<file path="src/rtl/alu_seq_if.sv">
// Operand/result bundle for alu_seq. The control unit is the master; the ALU is the slave.
// start is sampled only while busy=0; done pulses once when out/out_hi/flags update.
interface alu_seq_if #(
  parameter int WIDTH = 8
);
  logic             start;
  logic [2:0]       control;
  logic [WIDTH-1:0] a;
  logic [WIDTH-1:0] b;
  logic [WIDTH-1:0] out;
  logic [WIDTH-1:0] out_hi;
  logic             zero;
  logic             carry;
  logic             negative;
  logic             overflow;
  logic             busy;
  logic             done;
  logic             dbg_state;

  modport master (
    output start, control, a, b,
    input  out, out_hi, zero, carry, negative, overflow, busy, done, dbg_state
  );

  modport slave (
    input  start, control, a, b,
    output out, out_hi, zero, carry, negative, overflow, busy, done, dbg_state
  );
endinterface

</file>
<file path="src/rtl/alu_seq.sv">
// Registered ALU with zero/carry/negative/overflow flags and a start/busy/done handshake.
// Define ALU_SEQ_MUL_EN to build the iterative shift-add multiplier behind opcode 7.
module alu_seq #(
  parameter  int WIDTH = 8,
  localparam int CNT_W = $clog2(WIDTH) + 1
) (
  input logic      clk,
  input logic      reset,
  alu_seq_if.slave bus
);
  typedef enum logic {IDLE = 1'b0, MUL_RUN = 1'b1} state_t;

  localparam logic [2:0] OP_ADD   = 3'd0;
  localparam logic [2:0] OP_SUB   = 3'd1;
  localparam logic [2:0] OP_AND   = 3'd2;
  localparam logic [2:0] OP_PASSB = 3'd3;
  localparam logic [2:0] OP_OR    = 3'd4;
  localparam logic [2:0] OP_XOR   = 3'd5;
  localparam logic [2:0] OP_ADC   = 3'd6;
  localparam int         MSB      = WIDTH - 1;

  logic [WIDTH-1:0] out_q, out_d, out_hi_q, out_hi_d;
  logic             zero_q, zero_d, carry_q, carry_d;
  logic             neg_q, neg_d, ovf_q, ovf_d, done_q, done_d;
  logic [WIDTH:0]   sum_ext, cin_ext;
  logic [WIDTH-1:0] alu_res;
  logic             alu_c, alu_v;
  logic             accept, mul_launch;

`ifdef ALU_SEQ_MUL_EN
  state_t             state_q, state_d;
  logic [WIDTH-1:0]   mcand_q, mcand_d;
  logic [2*WIDTH-1:0] prod_q, prod_d;
  logic [CNT_W-1:0]   cnt_q, cnt_d;
  logic [WIDTH:0]     step_sum;

  assign mul_launch = accept && (bus.control == 3'd7);
`else
  state_t state_q;

  assign state_q    = IDLE;
  assign mul_launch = 1'b0;
`endif

  assign accept = bus.start && (state_q == IDLE);

  // Single-cycle datapath; opcode 7 falls to the default and yields zero.
  always_comb begin
    sum_ext = '0;
    cin_ext = {{WIDTH{1'b0}}, carry_q & (bus.control == OP_ADC)};
    alu_res = '0;
    alu_c   = 1'b0;
    alu_v   = 1'b0;
    case (bus.control)
      OP_ADD, OP_ADC: begin
        sum_ext = {1'b0, bus.a} + {1'b0, bus.b} + cin_ext;
        alu_res = sum_ext[WIDTH-1:0];
        alu_c   = sum_ext[WIDTH];
        alu_v   = (bus.a[MSB] == bus.b[MSB]) && (alu_res[MSB] != bus.a[MSB]);
      end
      OP_SUB: begin
        sum_ext = {1'b0, bus.a} - {1'b0, bus.b};
        alu_res = sum_ext[WIDTH-1:0];
        alu_c   = sum_ext[WIDTH];
        alu_v   = (bus.a[MSB] != bus.b[MSB]) && (alu_res[MSB] != bus.a[MSB]);
      end
      OP_AND:   alu_res = bus.a & bus.b;
      OP_PASSB: alu_res = bus.b;
      OP_OR:    alu_res = bus.a | bus.b;
      OP_XOR:   alu_res = bus.a ^ bus.b;
      default:  alu_res = '0;
    endcase
  end

  always_comb begin
    out_d    = out_q;
    out_hi_d = out_hi_q;
    zero_d   = zero_q;
    carry_d  = carry_q;
    neg_d    = neg_q;
    ovf_d    = ovf_q;
    done_d   = 1'b0;
    if (accept && !mul_launch) begin
      out_d    = alu_res;
      out_hi_d = '0;
      zero_d   = (alu_res == '0);
      carry_d  = alu_c;
      neg_d    = alu_res[MSB];
      ovf_d    = alu_v;
      done_d   = 1'b1;
    end
`ifdef ALU_SEQ_MUL_EN
    state_d  = state_q;
    mcand_d  = mcand_q;
    prod_d   = prod_q;
    cnt_d    = cnt_q;
    // Upper half of prod accumulates; lower half holds the unconsumed multiplier bits.
    step_sum = {1'b0, prod_q[2*WIDTH-1:WIDTH]} + (prod_q[0] ? {1'b0, mcand_q} : '0);
    case (state_q)
      IDLE: begin
        if (mul_launch) begin
          mcand_d = bus.a;
          prod_d  = {{WIDTH{1'b0}}, bus.b};
          cnt_d   = '0;
          state_d = MUL_RUN;
        end
      end
      MUL_RUN: begin
        prod_d = {step_sum, prod_q[WIDTH-1:1]};
        cnt_d  = cnt_q + CNT_W'(1);
        if (cnt_q == CNT_W'(WIDTH - 1)) begin
          state_d  = IDLE;
          out_d    = prod_d[WIDTH-1:0];
          out_hi_d = prod_d[2*WIDTH-1:WIDTH];
          zero_d   = (prod_d[WIDTH-1:0] == '0);
          neg_d    = prod_d[WIDTH-1];
          carry_d  = (prod_d[2*WIDTH-1:WIDTH] != '0);
          ovf_d    = (prod_d[2*WIDTH-1:WIDTH] != '0);
          done_d   = 1'b1;
        end
      end
      default: state_d = IDLE;
    endcase
`endif
  end

  always_ff @(posedge clk or posedge reset) begin
    if (reset) begin
      out_q    <= '0;
      out_hi_q <= '0;
      zero_q   <= 1'b1;
      carry_q  <= 1'b0;
      neg_q    <= 1'b0;
      ovf_q    <= 1'b0;
      done_q   <= 1'b0;
    end else begin
      out_q    <= out_d;
      out_hi_q <= out_hi_d;
      zero_q   <= zero_d;
      carry_q  <= carry_d;
      neg_q    <= neg_d;
      ovf_q    <= ovf_d;
      done_q   <= done_d;
    end
  end

`ifdef ALU_SEQ_MUL_EN
  always_ff @(posedge clk or posedge reset) begin
    if (reset) begin
      state_q <= IDLE;
      mcand_q <= '0;
      prod_q  <= '0;
      cnt_q   <= '0;
    end else begin
      state_q <= state_d;
      mcand_q <= mcand_d;
      prod_q  <= prod_d;
      cnt_q   <= cnt_d;
    end
  end
`endif

  assign bus.out       = out_q;
  assign bus.out_hi    = out_hi_q;
  assign bus.zero      = zero_q;
  assign bus.carry     = carry_q;
  assign bus.negative  = neg_q;
  assign bus.overflow  = ovf_q;
  assign bus.done      = done_q;
  assign bus.busy      = (state_q == MUL_RUN);
  assign bus.dbg_state = (state_q == MUL_RUN);
endmodule

</file>
<file path="src/flat_wrapper.sv">
// flat-port wrapper written by rule: the top's interface ports become plain ports
module alu_seq_flat 
#(
  parameter  int WIDTH = 8,
  localparam int CNT_W = $clog2(WIDTH) + 1
)
  (clk, reset, bus_start, bus_control, bus_a, bus_b, bus_out, bus_out_hi, bus_zero, bus_carry, bus_negative, bus_overflow, bus_busy, bus_done, bus_dbg_state);
  alu_seq_if #(.WIDTH(WIDTH)) bus_i ();
  input logic clk;
  input logic reset;
  input wire logic [$bits(bus_i.start)-1:0] bus_start;
  input wire logic [$bits(bus_i.control)-1:0] bus_control;
  input wire logic [$bits(bus_i.a)-1:0] bus_a;
  input wire logic [$bits(bus_i.b)-1:0] bus_b;
  output wire logic [$bits(bus_i.out)-1:0] bus_out;
  output wire logic [$bits(bus_i.out_hi)-1:0] bus_out_hi;
  output wire logic [$bits(bus_i.zero)-1:0] bus_zero;
  output wire logic [$bits(bus_i.carry)-1:0] bus_carry;
  output wire logic [$bits(bus_i.negative)-1:0] bus_negative;
  output wire logic [$bits(bus_i.overflow)-1:0] bus_overflow;
  output wire logic [$bits(bus_i.busy)-1:0] bus_busy;
  output wire logic [$bits(bus_i.done)-1:0] bus_done;
  output wire logic [$bits(bus_i.dbg_state)-1:0] bus_dbg_state;
  assign bus_i.start = bus_start;
  assign bus_i.control = bus_control;
  assign bus_i.a = bus_a;
  assign bus_i.b = bus_b;
  assign bus_out = bus_i.out;
  assign bus_out_hi = bus_i.out_hi;
  assign bus_zero = bus_i.zero;
  assign bus_carry = bus_i.carry;
  assign bus_negative = bus_i.negative;
  assign bus_overflow = bus_i.overflow;
  assign bus_busy = bus_i.busy;
  assign bus_done = bus_i.done;
  assign bus_dbg_state = bus_i.dbg_state;
  alu_seq #(.WIDTH(WIDTH)) u_core (.clk(clk), .reset(reset), .bus(bus_i));
endmodule
</file>
<file path="config.mk">
export PLATFORM = sky130hd
export DESIGN_NAME = alu_seq_flat
export DESIGN_NICKNAME = d
export VERILOG_FILES = /design/src/rtl/alu_seq_if.sv /design/src/rtl/alu_seq.sv /design/src/flat_wrapper.sv
export SDC_FILE = /design/constraint.sdc
export NUM_CORES = 1
export LEC_CHECK = 0
export ABC_AREA = 1
export CAP_MARGIN = 15
export CORE_UTILIZATION = 52
export CTS_CLUSTER_DIAMETER = 120
export DETAILED_ROUTE_END_ITERATION = 8
export GPL_ROUTABILITY_DRIVEN = 0
export PLACE_DENSITY = 0.93
export REMOVE_ABC_BUFFERS = 1
export SYNTH_ARGS = -nofsm -noshare
export SYNTH_HDL_FRONTEND = slang
export SYNTH_SLANG_ARGS = --single-unit
</file>
<file path="constraint.sdc">
create_clock -name clk -period 2.7 [get_ports clk]
set_clock_uncertainty 0.15 [all_clocks]
set_input_delay 0.405 -clock clk [delete_from_list [all_inputs] [get_ports clk]]
set_output_delay 0.405 -clock clk [all_outputs]
set_load 0.01 [all_outputs]
</file>
==> flow_metrics.env, run 1 <==
export IMPL_arrival_ps=2610
export IMPL_synth_top_cell_by_area="ha_1"
export IMPL_synth_edf_count=0
export IMPL_yosys_cell_types_count=38
export IMPL_ys_top_cells_by_count="nand2_1, inv_1, nor2_1, nand3_1, ha_1"
export IMPL_synthAdderAreaFrac_pct=17.8
export IMPL_fp_dieH_microns=64.4
export IMPL_cts_made_buffers=3
export IMPL_fin_ws_ps=130
export IMPL_p_leak_uw=0.00136
export IMPL_critPathKind="input pin to register"
export IMPL_cts_sinks=12
export IMPL_yosys_cell_count_top_type="nand2_1"
export IMPL_cts_max_level=1
export IMPL_worst_path_max_fanout=2
export IMPL_setup_viol=0
export IMPL_grt_pass1_vias=1858
export IMPL_cp_required_ps=2740
export IMPL_synth_simple_area_share_pct=37.8
export IMPL_clk_path_buf_depth=2
export IMPL_synth_main_ff_cell="dfrtp_1"
export IMPL_wire_per_inst_microns=12.6
export IMPL_die_w_microns=64.4
export IMPL_final_antenna_net_count=0
export IMPL_timing_final_hold_violations=0
export IMPL_violations="DRC"
export IMPL_clk_pin_slew_ps=50
export IMPL_cap_violations=0
export IMPL_routed_via_count=2091
export IMPL_status="complete, but fails checks"
export IMPL_dp_final_hpwl_microns=3810
export IMPL_yosys_warnings=0
export IMPL_async_flop_share_pct=100
export IMPL_grt_usage_pct=24.9
export IMPL_grt_max_degree=13
export IMPL_ys_ff_latch=12
export IMPL_slew_viol_final=0
export IMPL_synth_top_cell_area_share_pct=14.8
export IMPL_syn2layout_area_growth_pct=23.4
export IMPL_hold_buffers=0
export IMPL_num_antenna_cells=0
export IMPL_synth_area_sq_um=2020
export IMPL_initial_utilization_pct=54.9
export IMPL_place_ws_ps=-252
export IMPL_drive_above_1_share_pct=15.8
export IMPL_synth_xor_area_share_pct=0.433
export IMPL_drtIter0Drc=147
export IMPL_via_per_inst=5.27
export IMPL_rows=22
export IMPL_vdd_drop_max_mv=0.165
export IMPL_overflow=0
export IMPL_seq_area_sq_um=302
export IMPL_wl_microns=5000
export IMPL_synthTopCellsByArea="ha_1, nand2_1, dfrtp_1, inv_1, nand3_1"
export IMPL_power_density_nw_per_um2=337
export IMPL_core_sq_um=3690
export IMPL_finalCriticalPeriod_ps=2570
export IMPL_first_pass_iters=7
export IMPL_finalCritPeriodShare_pct=95.2
export IMPL_whs_ps=306
export IMPL_cts_tree="yes"
export IMPL_synthCells=308
export IMPL_die_area_sq_um=4140
export IMPL_clkLatencyLatePin_ps=240
export IMPL_top_level_ports=45
export IMPL_cp_end_kind="register"
export IMPL_multi_input_area_sq_um=1410
export IMPL_min_path_type="input pin to asynchronous set/reset pin"
export IMPL_nets=399
export IMPL_portBuffers=34
export IMPL_fill_cells=312
export IMPL_yosysSeqAreaShare_pct=14.9
export IMPL_tns_ps=0
export IMPL_synth_top_family_by_area="simple AND/OR/NAND/NOR gates"
export IMPL_grt_pass1_wl_microns=8150
export IMPL_synth_mux_area_share_pct=0
export IMPL_root_buffer="clkbuf_8"
export IMPL_drt_drc_violations_left=1
export IMPL_synth_compound_area_share_pct=10.2
export IMPL_syn_area_per_cell_sq_um=6.57
export IMPL_max_freq_mhz=389
export IMPL_startpoint_type="input pin"
export IMPL_antenna_found_initial=0
-- routing by layer --
metal | up-vias | GRT usage (%) | wire length, microns
li1 | 1026 | - | -
met1 | 962 | 31.8 | 2090
met2 | 93 | 41.8 | 2470
met3 | 10 | 1.79 | 337
met4 | 0 | 12.2 | 100
met5 | - | 0 | 0
-- cell type report --
class / instances / area share [%]
multi-input combinational: 231 / 56.6
clock buffer: 4 / 2.21
tap: 48 / 2.41
sequential: 12 / 12.1
inverter: 55 / 8.77
timing repair buffer: 47 / 17.9
-- placed cells by master (no fill, tap or decap), types with 7 or more instances in the layout --
master / count
a21oi_1: 8
buf_4: 13
clkdlybuf4s50_1: 30
conb_1: 10
dfrtp_1: 11
ha_1: 24
inv_1: 48
nand2_1: 78
nand3_1: 23
nand3_2: 7
nand4_1: 7
nor2_1: 28
-- report_power, final --
part	total, uW	switching [uW]	internal [uW]
logic	426	242	184
registers	217	13.8	204
clock network	197	68.2	129
total	840	324	516
-- through the flow --
step	util, %	cell area (sq um)	cells	power (uW)
2_1_floorplan	-	1900	298	454
3_3_place_gp	64.6	2380	391	610
3_5_place_dp	64.6	2380	391	623
4_1_cts	66.1	2440	395	823
5_1_grt	67.7	2500	397	898
6_report	67.7	2500	397	840
-- worst paths after layout --
kind | from | slack [ps] | cells after the start | endpoint
setup / recovery | bus_b[0] | 130 | 12 | u_core.bus.zero
hold / removal | reset | 310 | 2 | u_core.bus.out[5]
setup reg to reg | u_core.bus.carry | 190 | 11 | u_core.bus.zero
hold reg to reg | u_core.bus.zero | 330 | 2 | u_core.bus.zero
max in group asynchronous | reset | 1770 | 2 | u_core.bus.zero
min in group clk | u_core.bus.zero | 330 | 2 | u_core.bus.zero
-- what timing repair did --
| action | 4_1_cts | 5_1_grt |
|---|---|---|
| hold endpoints to repair | 0 | 0 |
| cloned | 0 | 0 |
| setup endpoints to repair | 1 | 3 |
| pin swaps | 0 | 7 |
| resized for setup | 1 | 14 |
| setup buffers | 0 | 2 |
-- registers in the layout, summed over array words and instances, names as in the netlist --
| signal | cells |
|---|---|
| u_core.bus.carry | 1 |
| u_core.bus.done | 1 |
| u_core.bus.negative | 1 |
| u_core.bus.out | 7 |
| u_core.bus.overflow | 1 |
| u_core.bus.zero | 1 |
-- cell families after synthesis --
kind of cell,Yosys count
adder cells (fa/ha/maj),27
XOR/XNOR,1
other,1
buffers and inverters,74
AO/OA/AOI/OAI,32
flip-flops,12
AND/OR/NAND/NOR,161
-- critical path, stage by stage --
cell and delay, ps:
clkdlybuf4s50_1 480, inv_1 70, fa_2 370, fa_2 540
inv_1 50, a21oi_2 140, nand3_2 90, nor2_2 140
nand2_1 70, nor2_1 100, nand3_1 80, nand2_1 60
No activity file was read; power rests on OpenSTA's default activity.
==> inputs of run 2 (changes only) <==
- CORE_ASPECT_RATIO: unset -> 0.6
==> run 2 against run 1 <==
  * The flow now finishes without violations
  * Count of clock-buffer cells in the layout stayed put
  * Combinational power fell by 1%
  * Final cell count is 0.76% lower
  * Fmax shrank 2.0%
  * Sequential power about the same
  * Total power shrank 0.40%
  * Global-route usage increased by 1.2 points
  * Non-clock buffer count fell by 2
  * Routed wire length up 2.6%
  * Clock power about the same
  * Register-to-register slack improved by 60 ps
  * Critical path type unchanged
  * Critical endpoint unchanged
  * Largest power group unchanged
==> flow_metrics.env, run 2 (same netlist as run 1, synthesis figures left out) <==
export IMPL_path_cells="clkdlybuf4s50_1 > inv_2 > fa_2 > fa_2 > inv_2 > nand2_1 > nand2_2 > nand3_2 > nand2_1 > nand2_1 > nand3_1 > nand3_1 > nor2_1 > nand3_1 > nand2_1"
export IMPL_top_level_ports=45
export IMPL_clkLatencyLatePin_ps=240
export IMPL_crit_family="simple AND/OR/NAND/NOR gates"
export IMPL_vdd_drop_max_mv=0.346
export IMPL_min_path_type="input pin to asynchronous set/reset pin"
export IMPL_worst_path_max_fanout=3
export IMPL_grt_usage_pct=26.0
export IMPL_nets=397
export IMPL_use_met2_pct=39.5
export IMPL_final_common_cell="nand2_1"
export IMPL_startpoint_type="input pin"
export IMPL_cp_required_ps=2740
export IMPL_die_w_microns=82.5
export IMPL_drtIter0Drc=161
export IMPL_status="finished, final reports clean"
export IMPL_cp_end_kind="register"
export IMPL_finalCritPeriodShare_pct=97.1
export IMPL_routed_via_count=2063
export IMPL_cts_max_level=1
export IMPL_grt_pass1_vias=1828
export IMPL_grt_pass1_wl_microns=8260
export IMPL_cts_made_buffers=3
export IMPL_cap_violations=0
export IMPL_grt_max_degree=13
export IMPL_core_sq_um=3700
export IMPL_multi_input_area_sq_um=1400
export IMPL_portBuffers=34
export IMPL_final_antenna_net_count=0
export IMPL_grtUsageMet3_pct=3.27
export IMPL_fp_dieH_microns=50.3
export IMPL_finalCriticalPeriod_ps=2620
export IMPL_cts_sinks=12
export IMPL_max_freq_mhz=381
export IMPL_final_cell_area_sq_um=2460
export IMPL_slowest_stage="clkdlybuf4s50_1"
export IMPL_syn2layout_area_growth_pct=21.8
export IMPL_wire_per_inst_microns=13.0
export IMPL_overflow=0
export IMPL_largest_reg_flops=7
export IMPL_rows=17
export IMPL_setup_viol=0
export IMPL_num_antenna_cells=0
export IMPL_seq_area_sq_um=302
export IMPL_wl_microns=5130
export IMPL_drt_drc_violations_left=0
export IMPL_root_buffer="clkbuf_8"
export IMPL_critPathKind="input pin to register"
export IMPL_fill_cells=335
export IMPL_fin_ws_ps=78.0
export IMPL_grt_met1_usage_pct=38.6
export IMPL_final_cell_mix="nand2_1, inv_1, clkdlybuf4s50_1"
export IMPL_clk_pin_slew_ps=50
export IMPL_place_ws_ps=-297
export IMPL_p_leak_uw=0.00133
export IMPL_critPathBufInv=3
export IMPL_power_density_nw_per_um2=340
export IMPL_top_usage_layer="met2"
export IMPL_dpl_instance_area_sq_um=2370
export IMPL_cpMostUsedCell="nand2_1"
export IMPL_slew_viol_final=0
export IMPL_dp_final_hpwl_microns=4090
export IMPL_clk_path_buf_depth=2
export IMPL_die_area_sq_um=4150
export IMPL_timing_final_hold_violations=0
export IMPL_arrival_ps=2660
export IMPL_drive_above_1_share_pct=14.7
export IMPL_first_pass_iters=5
export IMPL_cts_tree="yes"
export IMPL_antenna_found_initial=0
export IMPL_crit_path_max_incr_delay_ps=500
export IMPL_via_per_inst=5.24
export IMPL_initial_utilization_pct=54.7
==> run 2: path summary, 6_finish.rpt <==
kind / start / to / slack, ps / cells past startpoint
max reg2reg: u_core.bus.carry / u_core.bus.zero / 250 / 14
min reg2reg: u_core.bus.out[6] / u_core.bus.out[6] / 320 / 2
min: reset / u_core.bus.out[2] / 310 / 2
max: bus_b[0] / u_core.bus.zero / 80 / 15
min in group clk: u_core.bus.out[6] / u_core.bus.out[6] / 320 / 2
max in group asynchronous: reset / u_core.bus.zero / 1760 / 2
==> run 2: worst reg2reg max path: cells and delay by family, from the launching register on <==
kind                     cells  cell delay (ps)
AND/OR/NAND/NOR             11              990
flip-flops                   1              400
buffers and inverters        1               60
adder cells (fa/ha/maj)      2              800
==> run 2: through the flow <==
| stage | hold WS [ps] | TNS, ps | utilization [%] | total power (uW) | cells |
|---|---|---|---|---|---|
| 3_3_place_gp | 313 | -405 | 64.1 | 613 | 389 |
| 2_1_floorplan | 119 | 0 | - | 454 | 298 |
| 4_1_cts | 324 | 0 | 65.7 | 828 | 393 |
| 6_report | 309 | 0 | 66.6 | 837 | 394 |
| 3_5_place_dp | 315 | -892 | 64.1 | 625 | 389 |
| 5_1_grt | 337 | -10.3 | 66.6 | 894 | 394 |
==> run 2: metal layers <==
metal	share of wire (%)	up-vias	routed length (microns)
li1	-	1019	-
met1	47	935	2390
met2	42	104	2150
met3	10	5	534
met4	1.1	0	55
met5	0	-	0
==> run 2: what timing repair did <==
action,4_1_cts,5_1_grt
hold buffers,0,0
setup endpoints to repair,1,3
buffers inserted,0,1
gates resized for setup,1,11
pin swaps,0,9
==> run 2: power by group <==
| group | internal [uW] | switching, uW | leakage (uW) |
|---|---|---|---|
| clock network | 129 | 68.7 | 0.0000288 |
| registers | 204 | 14.3 | 0.000145 |
| logic | 179 | 242 | 0.00116 |
| total | 512 | 325 | 0.00133 |
==> run 2: cell type report <==
class                      count  share of cell area, %
multi-input combinational    231                   56.8
timing repair buffer          45                   17.5
tap                           47                   2.39
inverter                      55                   8.88
sequential                    12                   12.2
clock buffer                   4                   2.23
